$ cat config.mk
export PLATFORM = sky130hd
export DESIGN_NAME = wb_uart_tx_arbiter
export DESIGN_NICKNAME = d
export VERILOG_FILES = /design/src/rtl/wb_uart_pkg.sv /design/src/rtl/wb_rr_arbiter.sv /design/src/rtl/wb_uart_tx_arbiter.sv
export SDC_FILE = /design/constraint.sdc
export NUM_CORES = 1
export LEC_CHECK = 0
export CAP_MARGIN = 20
export CORE_MARGIN = 2
export CORE_UTILIZATION = 41
export CTS_CLUSTER_SIZE = 40
export DETAILED_ROUTE_END_ITERATION = 6
export GPL_ROUTABILITY_DRIVEN = 0
export PLACE_DENSITY_LB_ADDON = 0.12
export SYNTH_ARGS = -nofsm -noshare
export SYNTH_HDL_FRONTEND = slang
export SYNTH_HIERARCHICAL = 1
export SYNTH_SLANG_ARGS = --single-unit
export TNS_END_PERCENT = 5
$ cat constraint.sdc
create_clock -name wb_clk_i -period 2.3 [get_ports wb_clk_i]
set_input_delay 0.575 -clock wb_clk_i [delete_from_list [all_inputs] [get_ports wb_clk_i]]
set_output_delay 0.575 -clock wb_clk_i [all_outputs]
set_load 0.02 [all_outputs]
$ cat src/rtl/wb_uart_pkg.sv
// Shared definitions for the Wishbone UART transmit path: arbiter FSM encoding and
// serial frame geometry.
package wb_uart_pkg;

   localparam logic [1:0] ST_IDLE  = 2'd0;
   localparam logic [1:0] ST_ISSUE = 2'd1;
   localparam logic [1:0] ST_WAIT  = 2'd2;

   // One start bit, eight data bits, one stop bit.
   localparam int UART_FRAME_BITS = 10;

   function automatic int frame_cycles(input int ticks);
      return UART_FRAME_BITS * ticks;
   endfunction

endpackage

$ cat src/rtl/wb_rr_arbiter.sv
// Combinational round-robin pick: first set request at or after ptr, wrapping N-1 -> 0.
// Generic so other shared peripherals can reuse it.
module wb_rr_arbiter #(
   parameter int N = 4
) (
   input  logic [N-1:0]         req,
   input  logic [$clog2(N)-1:0] ptr,
   output logic [$clog2(N)-1:0] grant,
   output logic                 valid
);

   localparam int PW = $clog2(N);

   int            idx;
   logic [PW-1:0] sel;

   // NOTE: every variable written here gets a default first, otherwise a latch is inferred.
   always_comb begin
      grant = '0;
      valid = 1'b0;
      idx   = 0;
      sel   = '0;
      // Walk from the farthest offset to the nearest so the nearest set bit wins.
      for (int i = N - 1; i >= 0; i--) begin
         idx = int'(ptr) + i;
         if (idx >= N) idx = idx - N;
         sel = PW'(idx);
         if (req[sel]) begin
            grant = sel;
            valid = 1'b1;
         end
      end
   end

endmodule

$ cat src/rtl/wb_uart_tx_arbiter.sv
// Shares one wb_uart_tx between N_PORTS byte requesters: round-robin, one byte per grant,
// writes paced by counting the transmitter's frame time since it has no busy output.
module wb_uart_tx_arbiter
   import wb_uart_pkg::*;
#(
   parameter int N_PORTS        = 4,
   parameter int TICKS_PER_BAUD = 8
) (
   input  logic                 wb_clk_i,
   input  logic                 wb_rst_ni,
   input  logic [N_PORTS-1:0]   req_stb_i,
   input  logic [8*N_PORTS-1:0] req_dat_i,
   output logic [N_PORTS-1:0]   req_ack_o,
   output logic                 tx_stb_o,
   output logic [7:0]           tx_dat_o,
   output logic                 tx_rst_o,
   output logic                 busy_o
);

   localparam int FRAME_CYCLES = frame_cycles(TICKS_PER_BAUD);
   localparam int TW           = $clog2(FRAME_CYCLES + 1);
   localparam int PW           = $clog2(N_PORTS);

   logic [1:0]    state;
   logic [PW-1:0] rr_ptr;
   logic [PW-1:0] grant_q;
   logic [7:0]    dat_q;
   logic [TW-1:0] timer;

   logic [PW-1:0] pick;
   logic          pick_valid;
   logic [7:0]    pick_dat;

   wb_rr_arbiter #(
      .N (N_PORTS)
   ) u_rr (
      .req   (req_stb_i),
      .ptr   (rr_ptr),
      .grant (pick),
      .valid (pick_valid)
   );

   always_comb begin
      pick_dat = '0;
      for (int p = 0; p < N_PORTS; p++) begin
         if (pick == PW'(p)) pick_dat = req_dat_i[8*p +: 8];
      end
   end

   // NOTE: state registers use non-blocking assignments so every flop samples pre-edge values.
   always_ff @(posedge wb_clk_i or negedge wb_rst_ni) begin
      if (!wb_rst_ni) begin
         state   <= ST_IDLE;
         rr_ptr  <= '0;
         grant_q <= '0;
         dat_q   <= '0;
         timer   <= '0;
      end else begin
         case (state)
            ST_IDLE: begin
               if (pick_valid) begin
                  grant_q <= pick;
                  dat_q   <= pick_dat;
                  state   <= ST_ISSUE;
               end
            end
            ST_ISSUE: begin
               rr_ptr <= (grant_q == PW'(N_PORTS - 1)) ? '0 : grant_q + 1'b1;
               timer  <= TW'(FRAME_CYCLES);
               state  <= ST_WAIT;
            end
            ST_WAIT: begin
               timer <= timer - 1'b1;
               // Leaving at timer==1 adds one guard cycle past the transmitter's stop bit.
               if (timer == TW'(1)) state <= ST_IDLE;
            end
            default: state <= ST_IDLE;
         endcase
      end
   end

   // Outputs decode registered state only; no path from req_* reaches them.
   assign tx_rst_o = !wb_rst_ni;
   assign busy_o   = (state == ST_ISSUE) || (state == ST_WAIT);
   assign tx_stb_o = (state == ST_ISSUE);
   assign tx_dat_o = tx_stb_o ? dat_q : 8'h00;

   always_comb begin
      req_ack_o = '0;
      if (tx_stb_o) req_ack_o[grant_q] = 1'b1;
   end

endmodule

**Word level (Yosys, flattened, before mapping)**

Cells that the tools add are included.
W data, S select, Z words.

- Add/sub/neg operators: 9
- $lt $le $gt $ge: 10
- Equality and inequality tests: 9
- Mux-type cells: 33
- Reduce and logical (&&, ||, !) cells: 8

Operators by type and width:

| kind | count |
|---|---|
| $mux W8 | 5 |
| $mux W2 | 11 |
| $lt A2 B3 Y1 const B | 5 |
| $pmux W7 S2 | 1 |
| $ge A3 B3 Y1 const B | 3 |
| $mux W1 | 9 |
| $bmux W1 S2 | 4 |
| $eq A2 B2 Y1 const B | 4 |
| $sub A2 B1 Y2 const B | 4 |
| $eq A7 B1 Y1 const B | 1 |
| $sub A7 B1 Y7 const B | 1 |
| $add A2 B2 Y3 const B | 2 |
| $pmux W2 S3 | 1 |
| $eq A2 B1 Y1 const B | 2 |
| $logic_not A2 Y1 | 2 |
| $mux W4 | 1 |
| $ne A2 B2 Y1 const B | 2 |
| $reduce_and A2 Y1 | 2 |
| $add A2 B1 Y3 const B | 1 |
| $ge A2 B3 Y1 const B | 1 |
| $add A2 B1 Y2 const B | 1 |
| $demux W1 S2 | 1 |
| $ge A2 B1 Y1 const B | 1 |
| $reduce_bool A2 Y1 | 1 |
| other kinds (3) | 3 |

- Register bits after elaboration: 21
- Input bits: 38
- Output and inout port bits: 15

**Longest topological paths before layout**

- Depth after elaboration: 14
- Depth in mapped cells: 7
- Mapped depth without buffers: 6

**Cells and area by module**

Netlist, hierarchy kept.

Modules (own cells, without submodules):

| module | times used | cells an instance | area each (um2) | seq. area each (um2) |
|---|---|---|---|---|
| wb_uart_tx_arbiter | 1 | 113 | 1,317.5 | 525.5 |
| wb_rr_arbiter | 1 | 13 | 77.6 | 0.0 |

**Least setup slack after synthesis**

OpenSTA, ideal clock, no wires.

- Path type: input port to flip-flop
- From: input port req_stb_i[3]
- To: register dat_q[0]
- Setup time: 0.125 ns
- Data arrival time: 1.791 ns
- Data required time: 2.175 ns
- Setup slack: 0.384 ns
- Stages: 5
- Buffers on the path: 1
- Cells stage by stage: mux2i_1 a211oi_2 buf_6 mux4_2 mux2_2

- Word-level cells in the longest chain between the ends: 11

RTL lines:

| element | line | RTL |
|---|---|---|
| start: declaration | wb_uart_tx_arbiter.sv:11 | `input logic [N_PORTS-1:0] req_stb_i,` |
| $bmux W1 S2 | wb_rr_arbiter.sv:28 | `if (req[sel]) begin` |
| $mux W1 (not written as such) | wb_rr_arbiter.sv:28 |  |
| $mux W2 (3 in series) | wb_rr_arbiter.sv:28 |  |
| $mux W2 * | wb_rr_arbiter.sv:28 |  |
| named net pick[0] | wb_uart_tx_arbiter.sv:30 | `logic [PW-1:0] pick;` |
| $logic_not A2 Y1 | wb_uart_tx_arbiter.sv:46 | `if (pick == PW'(p)) pick_dat = req_dat_i[8*p +: 8];` |
| $mux W8 (3 in series) | wb_uart_tx_arbiter.sv:46 |  |
| $mux W8 * | wb_uart_tx_arbiter.sv:46 |  |
| end signal: assignment | wb_uart_tx_arbiter.sv:63 | `dat_q <= pick_dat;` |
| end: declaration | wb_uart_tx_arbiter.sv:27 | `logic [7:0] dat_q;` |

Mark *: on every way through the listed nets, which the timed path passes. The rest lies on a longest branch. The select of a mux whose other input is x is not followed.
A chain may end at the register's enable or synchronous reset.

**Worst setup path in the final report**

- From: input port req_stb_i[3]
- To: register dat_q[4]

The elaborated chain is that of the path after synthesis.

==> impl_results.md <==
- Slew Limit Fails: 0
- First-pass GRT wire length: 5330 µm
- Worst Setup Start Kind: input pin
- Setup slack, reg-to-reg: 0.31 ns
- Iter 0 DRT Violations: 92
- Worst slew margin: 0.674
- Final std cells w/o fill: 230
- CTS buffer count: 3
- Post-synthesis cell type count: 24
- Design area: between 2000 and 2500 µm²
- Total Power: roughly 2.3 mW
- Post-synthesis mux area share: 0.271
- Internal: between 1 and 1.5 mW
- Switching power total: 0.907 mW
- Fmax: 444 MHz
- CTS Sinks: 21
- Routed len/inst: 13.8 µm
- Final Setup Violations: 0
- Clock-pin slew on the worst setup and hold paths: 0.12 ns
- Leak pwr: 0.907 nW
- Share of cells above drive strength 1: 0.190
- Reg power frac: 0.291
- Nets: 233
- Layout Area Growth over Synthesis: 46.7%
- Synthesized area per cell: 11.1 µm²
- Synth Area in Simple Gates: 0.160
- DP Cell Count: 226
- Synth Area in XOR/XNOR: 0
- DR vias/cell: about 5
- CP arrival: 2.44 ns
- Placement Cell Area: 2020 µm²
- Final period util: 0.979
- Worst-path maximum fanout: 9
- Die Width: 62.3 µm
- Slew @ Worst Pin: 0.488 ns
- Max Root-Sink Buffers: 2
- DIE AREA: 3890 µm²
- Later-pin clock latency in the skew report: 0.30 ns
- Setup Skew: ~0.0048 ns
- Part of the power in combinational logic: 0.630
- Clock tree from TritonCTS: yes
- Crit path kind: in2reg
- Endpoint class of the critical path: flip-flop
- Most common cell after layout, fill and taps aside: clkdlybuf4s50_1
- # rows: 21
- Total of max-cap violations: 0
- Post-place setup slack: -0.430 ns
- Post-synthesis compound-gate area fraction: 0.0601
- Sw Share: 0.402
- DR DRC count: 0
- Via count: about 1200
- Req. time, crit path: roughly 2.5 ns
- Post-route ant nets: 0
- Die Y: 62.3 µm
- Clock power share: 0.079
- Yosys reg bits: 21
- Adder-cell share of the synthesized area: 0.0897
- Setup TNS: 0 ns
- # fillers: 284
- RSZ-0062 raised after global routing: no
- Crit path time final: ~2.3 ns
- Yosys warnings: 6
- Number of H-tree levels: 1
- # diodes: 0
- Synth Instances: 126
- Syn nets: 174
- DR pass1 iterations: 4
- Final setup margin: 0.0474 ns
- Status: finished, final reports clean
- Initial cell density of the core: 0.421
- Post-Synthesis Cell Area: 1400 µm²
- Maximum vdd drop: roughly 540 µV
- Post-synthesis sequential area ratio: 0.377
- Global Route Usage Sum: 0.169
- Commonest non-fill, non-tap cells in the layout: clkdlybuf4s50_1 (38), dfrtp_1 (21), mux2_2 (14), and2_1 (12)
- Final hold vios: 0
- I/O Pins: 53
- Core box area: 3310 µm²
- Overall routed net length: 3180 µm
- Largest family of logic cells by synthesized area: multiplexers
- Vias in the first global route: between 1000 and 1500
- Min-Delay Path Class: reg2reg
- Total gr overflow: 0
- Post-CTS setup buffers: 0
- Initial antenna violation count: 0
- PortBufs: 52
- Hpwl dp: ~2500 µm
- Final Util: 0.618
- Clock Tree Root: clkbuf_4
- PwrDens: 1100 nW/µm²
- Pin count of the biggest net entering global routing: 22
- Hold slack: 0.514 ns
power by group through the flow:
stage | clock (mW) | combinational, mW | sequential (mW)
after CTS | 0.186 | 1.43 | 0.656
after floorplan | 0 | 0.973 | 0.629
after global placement | 0 | 1.45 | 0.655
after detailed placement | 0 | 1.49 | 0.664
final | 0.178 | 1.42 | 0.658
after global routing | 0.207 | 1.56 | 0.681
synthesized netlist by cell type:
| library cell | number | area, µm² |
|---|---|---|
| a211oi_1 | 1 | 7.51 |
| a211oi_2 | 1 | 12.5 |
| a21oi_1 | 4 | 20.0 |
| a31oi_1 | 1 | 6.26 |
| a32o_1 | 1 | 10.0 |
| and2_1 | 12 | 75.1 |
| buf_6 | 1 | 11.3 |
| clkbuf_1 | 4 | 15.0 |
| dfrtp_1 | 21 | 526 |
| ha_1 | 10 | 125 |
| inv_1 | 9 | 33.8 |
| mux2_2 | 14 | 158 |
| mux2i_1 | 4 | 40.0 |
| mux4_2 | 8 | 180 |
| nand2_1 | 10 | 37.5 |
| nand2b_1 | 3 | 18.8 |
| nand3b_1 | 2 | 15.0 |
| nor2_1 | 9 | 33.8 |
| nor2b_1 | 1 | 6.26 |
| nor3b_1 | 2 | 15.0 |
| nor4_1 | 2 | 12.5 |
| nor4b_1 | 1 | 8.76 |
| o21ai_0 | 4 | 20.0 |
| o31ai_1 | 1 | 7.51 |
worst paths after layout:
path	startpoint	to	cells after the start
hold / removal	dat_q[7]$_DFFE_PN0P_	dat_q[7]$_DFFE_PN0P_	1
max in group asynchronous	wb_rst_ni	dat_q[0]$_DFFE_PN0P_	2
setup / recovery	req_stb_i[3]	dat_q[4]$_DFFE_PN0P_	6
hold reg to reg	dat_q[7]$_DFFE_PN0P_	dat_q[7]$_DFFE_PN0P_	1
min in group asynchronous	wb_rst_ni	timer[2]$_DFFE_PN0P_	2
setup reg to reg	rr_ptr[1]$_DFFE_PN0P_	dat_q[4]$_DFFE_PN0P_	6
state kept, by name, indices dropped and copies added (netlist names):
signal	cells
timer	7
grant_q	2
state	2
dat_q	8
rr_ptr	2
metal layers:
metal	track usage	wire length [µm]	up-vias
met1	0.194	1320	577
met2	0.326	1710	29
met4	0.0250	26	0
li1	-	-	562
met3	0.0362	133	4
met5	0	0	-
what timing repair did:
item	CTS	global route
endpoints found under the setup margin	21	9
pin swaps	0	1
endpoints found under the hold margin	0	0
gates resized for setup	14	6
hold buffers	0	0
logic make-up after synthesis:
kind of cell               count (synthesis)
AOI/OAI and AO/OA                         13
adders and majority gates                 10
DFF                                       21
muxes                                     26
and+or+nand+nor                           42
buffers and inverters                     14
critical path: stages:
cell             delay [ns]
clkdlybuf4s50_1        0.52
mux2i_1                0.11
a211oi_2               0.28
buf_12                 0.18
mux4_2                 0.50
mux2_2                 0.28
area by class of cell:
cell class,count,area (µm²),area share
clock buffers,3,22.5,0.0110
multi-input cells,91,812,0.397
well taps,46,57.6,0.0281
flip-flops and latches,21,526,0.257
repair buffers,59,591,0.289
clock inverters,1,5.00,0.00244
inverters,9,33.8,0.0165
Power figures use the tool's default switching activity.
